<file path="config.mk">
export PLATFORM = sky130hd
export DESIGN_NAME = crossbar_accumulator_flat
export DESIGN_NICKNAME = d
export VERILOG_FILES = /design/src/rtl/crossbar_pkg.sv /design/src/rtl/crossbar_accumulator_if.sv /design/src/rtl/crossbar_accumulator_sat_add_u.sv /design/src/rtl/crossbar_accumulator.sv /design/src/flat_wrapper.sv
export SDC_FILE = /design/constraint.sdc
export NUM_CORES = 1
export LEC_CHECK = 0
export CAP_MARGIN = 20
export CORE_MARGIN = 8
export CORE_UTILIZATION = 55
export CTS_CLUSTER_SIZE = 14
export DETAILED_ROUTE_END_ITERATION = 10
export MAX_ROUTING_LAYER = met4
export PLACE_DENSITY_LB_ADDON = 0.1
export SETUP_SLACK_MARGIN = 0.2
export SYNTH_ARGS = -nofsm -noshare
export SYNTH_HDL_FRONTEND = slang
export SYNTH_HIERARCHICAL = 1
export SYNTH_SLANG_ARGS = --single-unit
</file>
<file path="constraint.sdc">
create_clock -name clock -period 3.11 [get_ports clock]
set_input_delay 0.4665 -clock clock [delete_from_list [all_inputs] [get_ports clock]]
set_output_delay 0.4665 -clock clock [all_outputs]
set_load 0.03 [all_outputs]
</file>
<file path="src/rtl/crossbar_pkg.sv">
// Shared definitions for the crossbar datapath: default widths, accumulator FSM states and
// the saturation limit helper.
package crossbar_pkg;

  localparam int unsigned PROD_W = 8;
  localparam int unsigned ACC_W  = 12;

  typedef enum logic {ACCUM, HOLD} acc_state_t;

  // Largest unsigned value representable in width bits (width < 32).
  function automatic int unsigned sat_max(input int unsigned width);
    return (32'd1 << width) - 32'd1;
  endfunction

endpackage

</file>
<file path="src/rtl/crossbar_accumulator_if.sv">
// Product input and dot-product result handshakes of the crossbar accumulator.
interface crossbar_accumulator_if #(
  parameter int unsigned PROD_W = crossbar_pkg::PROD_W,
  parameter int unsigned ACC_W  = crossbar_pkg::ACC_W
);
  logic              prod_valid;
  logic              prod_ready;
  logic [PROD_W-1:0] prod_data;
  logic              sum_valid;
  logic              sum_ready;
  logic [ACC_W-1:0]  sum_data;
  logic              sum_ovf;

  // master: the upstream crossbar plus the downstream consumer; slave: the accumulator.
  modport master (
    output prod_valid, prod_data, sum_ready,
    input  prod_ready, sum_valid, sum_data, sum_ovf
  );

  modport slave (
    input  prod_valid, prod_data, sum_ready,
    output prod_ready, sum_valid, sum_data, sum_ovf
  );
endinterface

</file>
<file path="src/rtl/crossbar_accumulator_sat_add_u.sv">
// Combinational unsigned saturating adder: sum_o = min(a_i + b_i, 2^ACC_W-1).
module sat_add_u #(
  parameter int unsigned ACC_W  = crossbar_pkg::ACC_W,
  parameter int unsigned PROD_W = crossbar_pkg::PROD_W
) (
  input  logic [ACC_W-1:0]  a_i,
  input  logic [PROD_W-1:0] b_i,
  output logic [ACC_W-1:0]  sum_o,
  output logic              ovf_o
);
  import crossbar_pkg::*;

  logic [ACC_W:0] full;

  always_comb begin
    full  = {1'b0, a_i} + (ACC_W + 1)'(b_i);
    ovf_o = full[ACC_W];
    sum_o = ovf_o ? ACC_W'(sat_max(ACC_W)) : full[ACC_W-1:0];
  end

endmodule

</file>
<file path="src/rtl/crossbar_accumulator.sv">
// Sums VEC_LEN consecutive unsigned products into a saturated dot product and hands the
// result downstream over a valid/ready handshake together with a sticky overflow flag.
module crossbar_accumulator #(
  parameter int unsigned PROD_W  = crossbar_pkg::PROD_W,
  parameter int unsigned ACC_W   = crossbar_pkg::ACC_W,
  parameter int unsigned VEC_LEN = 4
) (
  input logic                   clock,
  input logic                   reset_n,
  input logic                   acc_clear,
  crossbar_accumulator_if.slave bus
);
  import crossbar_pkg::*;

  localparam int unsigned CNT_W = $clog2(VEC_LEN) + 1;

  acc_state_t       state_q, state_d;
  logic [ACC_W-1:0] acc_q, acc_d;
  logic [CNT_W-1:0] cnt_q, cnt_d;
  logic             ovf_q, ovf_d;
  logic             sum_valid_q, sum_valid_d;
  logic [ACC_W-1:0] sum_data_q, sum_data_d;
  logic             sum_ovf_q, sum_ovf_d;

  logic             prod_ready;
  logic             accept;
  logic             handshake;
  logic             last;
  logic [ACC_W-1:0] add_sum;
  logic             add_ovf;

  sat_add_u #(
    .ACC_W  (ACC_W),
    .PROD_W (PROD_W)
  ) u_sat_add (
    .a_i   (acc_q),
    .b_i   (bus.prod_data),
    .sum_o (add_sum),
    .ovf_o (add_ovf)
  );

  // In HOLD a new product may only enter when the pending result leaves in the same cycle.
  assign prod_ready = reset_n & ((state_q == ACCUM) | bus.sum_ready);
  assign accept     = bus.prod_valid & prod_ready;
  assign handshake  = sum_valid_q & bus.sum_ready;
  assign last       = (cnt_q == CNT_W'(VEC_LEN - 1));

  always_comb begin
    state_d     = state_q;
    acc_d       = acc_q;
    cnt_d       = cnt_q;
    ovf_d       = ovf_q;
    sum_valid_d = sum_valid_q;
    sum_data_d  = sum_data_q;
    sum_ovf_d   = sum_ovf_q;

    if (acc_clear) begin
      state_d     = ACCUM;
      acc_d       = '0;
      cnt_d       = '0;
      ovf_d       = 1'b0;
      sum_valid_d = 1'b0;
    end else if (accept) begin
      // acc/cnt/ovf are already zero in HOLD, so an accept there starts a fresh vector.
      if (last) begin
        state_d     = HOLD;
        sum_valid_d = 1'b1;
        sum_data_d  = add_sum;
        sum_ovf_d   = ovf_q | add_ovf;
        acc_d       = '0;
        cnt_d       = '0;
        ovf_d       = 1'b0;
      end else begin
        state_d     = ACCUM;
        sum_valid_d = 1'b0;
        acc_d       = add_sum;
        cnt_d       = cnt_q + CNT_W'(1);
        ovf_d       = ovf_q | add_ovf;
      end
    end else if ((state_q == HOLD) && handshake) begin
      state_d     = ACCUM;
      sum_valid_d = 1'b0;
    end
  end

  always_ff @(posedge clock or negedge reset_n) begin
    if (!reset_n) begin
      state_q     <= ACCUM;
      acc_q       <= '0;
      cnt_q       <= '0;
      ovf_q       <= 1'b0;
      sum_valid_q <= 1'b0;
      sum_data_q  <= '0;
      sum_ovf_q   <= 1'b0;
    end else begin
      state_q     <= state_d;
      acc_q       <= acc_d;
      cnt_q       <= cnt_d;
      ovf_q       <= ovf_d;
      sum_valid_q <= sum_valid_d;
      sum_data_q  <= sum_data_d;
      sum_ovf_q   <= sum_ovf_d;
    end
  end

  assign bus.prod_ready = prod_ready;
  assign bus.sum_valid  = sum_valid_q;
  assign bus.sum_data   = sum_data_q;
  assign bus.sum_ovf    = sum_ovf_q;

endmodule

</file>
<file path="src/flat_wrapper.sv">
// flat-port wrapper written by rule: the top's interface ports become plain ports
module crossbar_accumulator_flat import crossbar_pkg::*;
#(
  parameter int unsigned PROD_W  = crossbar_pkg::PROD_W,
  parameter int unsigned ACC_W   = crossbar_pkg::ACC_W,
  parameter int unsigned VEC_LEN = 4
)
  (clock, reset_n, acc_clear, bus_prod_valid, bus_prod_data, bus_sum_ready, bus_prod_ready, bus_sum_valid, bus_sum_data, bus_sum_ovf);
  crossbar_accumulator_if #(.PROD_W(PROD_W), .ACC_W(ACC_W)) bus_i ();
  input logic clock;
  input logic reset_n;
  input logic acc_clear;
  input wire logic [$bits(bus_i.prod_valid)-1:0] bus_prod_valid;
  input wire logic [$bits(bus_i.prod_data)-1:0] bus_prod_data;
  input wire logic [$bits(bus_i.sum_ready)-1:0] bus_sum_ready;
  output wire logic [$bits(bus_i.prod_ready)-1:0] bus_prod_ready;
  output wire logic [$bits(bus_i.sum_valid)-1:0] bus_sum_valid;
  output wire logic [$bits(bus_i.sum_data)-1:0] bus_sum_data;
  output wire logic [$bits(bus_i.sum_ovf)-1:0] bus_sum_ovf;
  assign bus_i.prod_valid = bus_prod_valid;
  assign bus_i.prod_data = bus_prod_data;
  assign bus_i.sum_ready = bus_sum_ready;
  assign bus_prod_ready = bus_i.prod_ready;
  assign bus_sum_valid = bus_i.sum_valid;
  assign bus_sum_data = bus_i.sum_data;
  assign bus_sum_ovf = bus_i.sum_ovf;
  crossbar_accumulator #(.PROD_W(PROD_W), .ACC_W(ACC_W), .VEC_LEN(VEC_LEN)) u_core (.clock(clock), .reset_n(reset_n), .acc_clear(acc_clear), .bus(bus_i));
endmodule
</file>
==> summary.txt <==
status: completed
fin cells: 255
DRT iter0 DRCs: 96
Ports: 28
synthesized instance count: 180
Initial Util: 56.6%
Routed WL per cell: 17.9 µm
crit path launch: bus_prod_data[0]
part of the Yosys area used for sequential elements: 40.1%
largest net degree at the start of global routing: 18
fmax: 394 MHz
CTS tree: built
vias per cell: 6.13
RSZ-0062 raised after global routing: no
slowest CP cell: fa_1
Overflow after GRT: 0
Hold Path Sink: u_core/cnt_q[2]$_DFFE_PN0P_
Layout Skew: 0.00537 ns
R2R Setup Slk: 0.71 ns
initial antenna violation count: 0
PortBufs: 27
post-synth cell types: 44
WP data required: 3.33 ns
GP Congestion: 0.905
Worst-path clk slew: 0.10 ns
crit share post-route: 81.7%
Reg2Reg Launch Point: u_core/acc_q[0]$_DFFE_PN0P_
first-pass GRT wire length: 7.60 mm
minimum clock period: 2.54 ns
Top delay family on crit path: compound AO/OA/AOI/OAI gates
PD cells: 371 nW/µm²
CTS Buffer Depth: 2
placed cell count: 247
reg2reg path depth: 7
final setup vio count: 0
Detailed Route WL: 4.57 mm
Area growth, synth to finish: 18.6%
top cell type's share of synthesized area: 40.1%
max-slew violations: 0
vias in the first global route: 1,554
Worst setup EP type: flip-flop
Yosys reg bits: 30
Antenna Cells: 0
CP peak stage delay: 0.45 ns
Pleak: 0.959 nW
Worst R2R End: u_core/bus.sum_data[10]$_DFFE_PN0P_
worst vdd ir: 0.000249 V
clock tree sinks: 30
total track usage: 18.4%
Setup Fix Bufs, Post-CTS: 0
Synth warnings: 6
Net count, final: 231
Num CTS Buffers: 5
Hold WC Path Type: flip-flop to flip-flop
hold buffers post-CTS: 0
syn_nets: 203
Hold Vio Cnt, Final: 0
CP Cell Sequence: clkdlybuf4s50_1 > ha_1 > fa_1 > a211oi_2 > o211ai_2 > a41oi_1 > a31oi_1 > mux2_4
DR DRC count: 0
Worst-Margin Slew: 0.680 ns
Synth area leaders: dfrtp_1 (40%), mux2_4 (7.2%), a21oi_1 (6.1%)
Worst slew margin: 54.7%
worst hold slack: 0.510 ns
fraction of registers with async set/reset: 100%
drt first pass iters: 4
Hold Startpoint: u_core/cnt_q[2]$_DFFE_PN0P_
CTS root buf: clkbuf_4
post-synthesis area per instance: 10.4 µm²
Sum Neg Setup Slack: 0 ns
worst path bufs/invs: 1
via count: 1,564
Critical Path Start Type: primary input
Crit Path Max Fanout: 6
layout cells sized above 1: 16.7%
Yosys top cell by area: dfrtp_1
EDFF count, synth: 0
Setup CP Type: primary input to flip-flop
Die Span Y: 74.4 µm
cell depth of the worst hold path: 2
remaining antenna violation count after routing: 0
post-CTS sizing: 0
Max Cap Viol: 0
num rows: 21
Crit path arrival time: 2.76 ns
H-Tree Depth: 2
Post-Syn Area: 1870 µm²
Post-synth top flop: dfrtp_1
area of the core: 3310 µm²
die width: 74.4 µm
synth cell count leaders: dfrtp_1 (30), a21oi_1 (23), o21ai_0 (16), nand4_1 (14)
hpwl dp: 3.14 mm
count leader, synth: dfrtp_1
die area: 5530 µm²
clk_lat worst skew: 0.33 ns
[metrics by stage]
stage	total power, mW	setup slack [ns]	area, µm²	utilization, %
detailed placement	0.586	0.339	2160	65.3
global placement	0.582	0.395	2160	65.3
CTS	0.832	0.631	2220	67.1
finish	0.825	0.570	2220	67.1
floorplan	0.529	0.896	1870	-
global route	0.869	0.520	2220	67.1
[cells in the final DEF, fill, tap and decap left out, types with 6 or more instances in the layout]
cell             Yosys  layout
a21oi_1             23      23
o21ai_0             16      16
ha_1                 9       9
dfrtp_1             30      30
nand2_1              7       7
clkdlybuf4s50_1      0      26
buf_4                0       6
mux2_4               9       9
nand4_1             14      14
[worst max-delay path by stage]
stage	end	depth (start not counted)
global placement	u_core/bus.sum_data[10]$_DFFE_PN0P_	8
floorplan	u_core/bus.sum_data[11]$_DFFE_PN0P_	7
CTS	u_core/bus.sum_data[11]$_DFFE_PN0P_	8
global route	u_core/acc_q[8]$_DFFE_PN0P_	8
finish	u_core/bus.sum_data[10]$_DFFE_PN0P_	8
detailed placement	u_core/bus.sum_data[11]$_DFFE_PN0P_	8
[cell type report]
cell class | instances | area, µm²
repair buffers | 32 | 305
multi-input cells | 134 | 1030
clock inverters | 1 | 5.00
clock buffers | 7 | 55.1
fillers | 286 | 1090
well taps | 46 | 57.6
flip-flops and latches | 30 | 751
inverters | 5 | 18.8
[flip-flops by register name, indices dropped and copies added (netlist names)]
signal,flops
u_core/bus.sum_data,12
u_core/acc_q,12
u_core/bus.sum_valid,1
u_core/bus.sum_ovf,1
u_core/ovf_q,1
u_core/cnt_q,3
[worst register-to-register path, cell delays in order (launching register included)]
cell	delay (ns)
dfrtp_1	0.39
ha_1	0.24
fa_1	0.45
a211oi_2	0.33
o211ai_2	0.20
a41oi_1	0.31
a31oi_1	0.09
mux2_4	0.28
[layer usage]
| metal | vias up | global-route usage [%] | share of wire [%] |
|---|---|---|---|
| met5 | - | - | 0 |
| met4 | 0 | 6.09 | 0.70 |
| met3 | 4 | 3.91 | 7.3 |
| met2 | 58 | 28.4 | 48 |
| met1 | 767 | 23.4 | 44 |
| li1 | 735 | - | - |
[logic make-up (layout without fill, tap and decap cells)]
| group | count (synthesis) | in the layout | share of synthesized area, % |
|---|---|---|---|
| buffers and inverters | 16 | 45 | 4.94 |
| AND/OR/NAND/NOR | 43 | 43 | 14.6 |
| flip-flops | 30 | 30 | 40.1 |
| AO/OA/AOI/OAI | 62 | 62 | 20.9 |
| multiplexers | 14 | 14 | 10.1 |
| XOR/XNOR | 5 | 5 | 2.34 |
| adder cells (fa/ha/maj) | 10 | 10 | 7.08 |
[power by group]
part / internal [mW] / switching (mW)
Clock: 0.109 / 0.134
Sequential: 0.401 / 0.00736
Combinational: 0.0736 / 0.0997
Note: power is estimated with default switching activity, not from simulation.
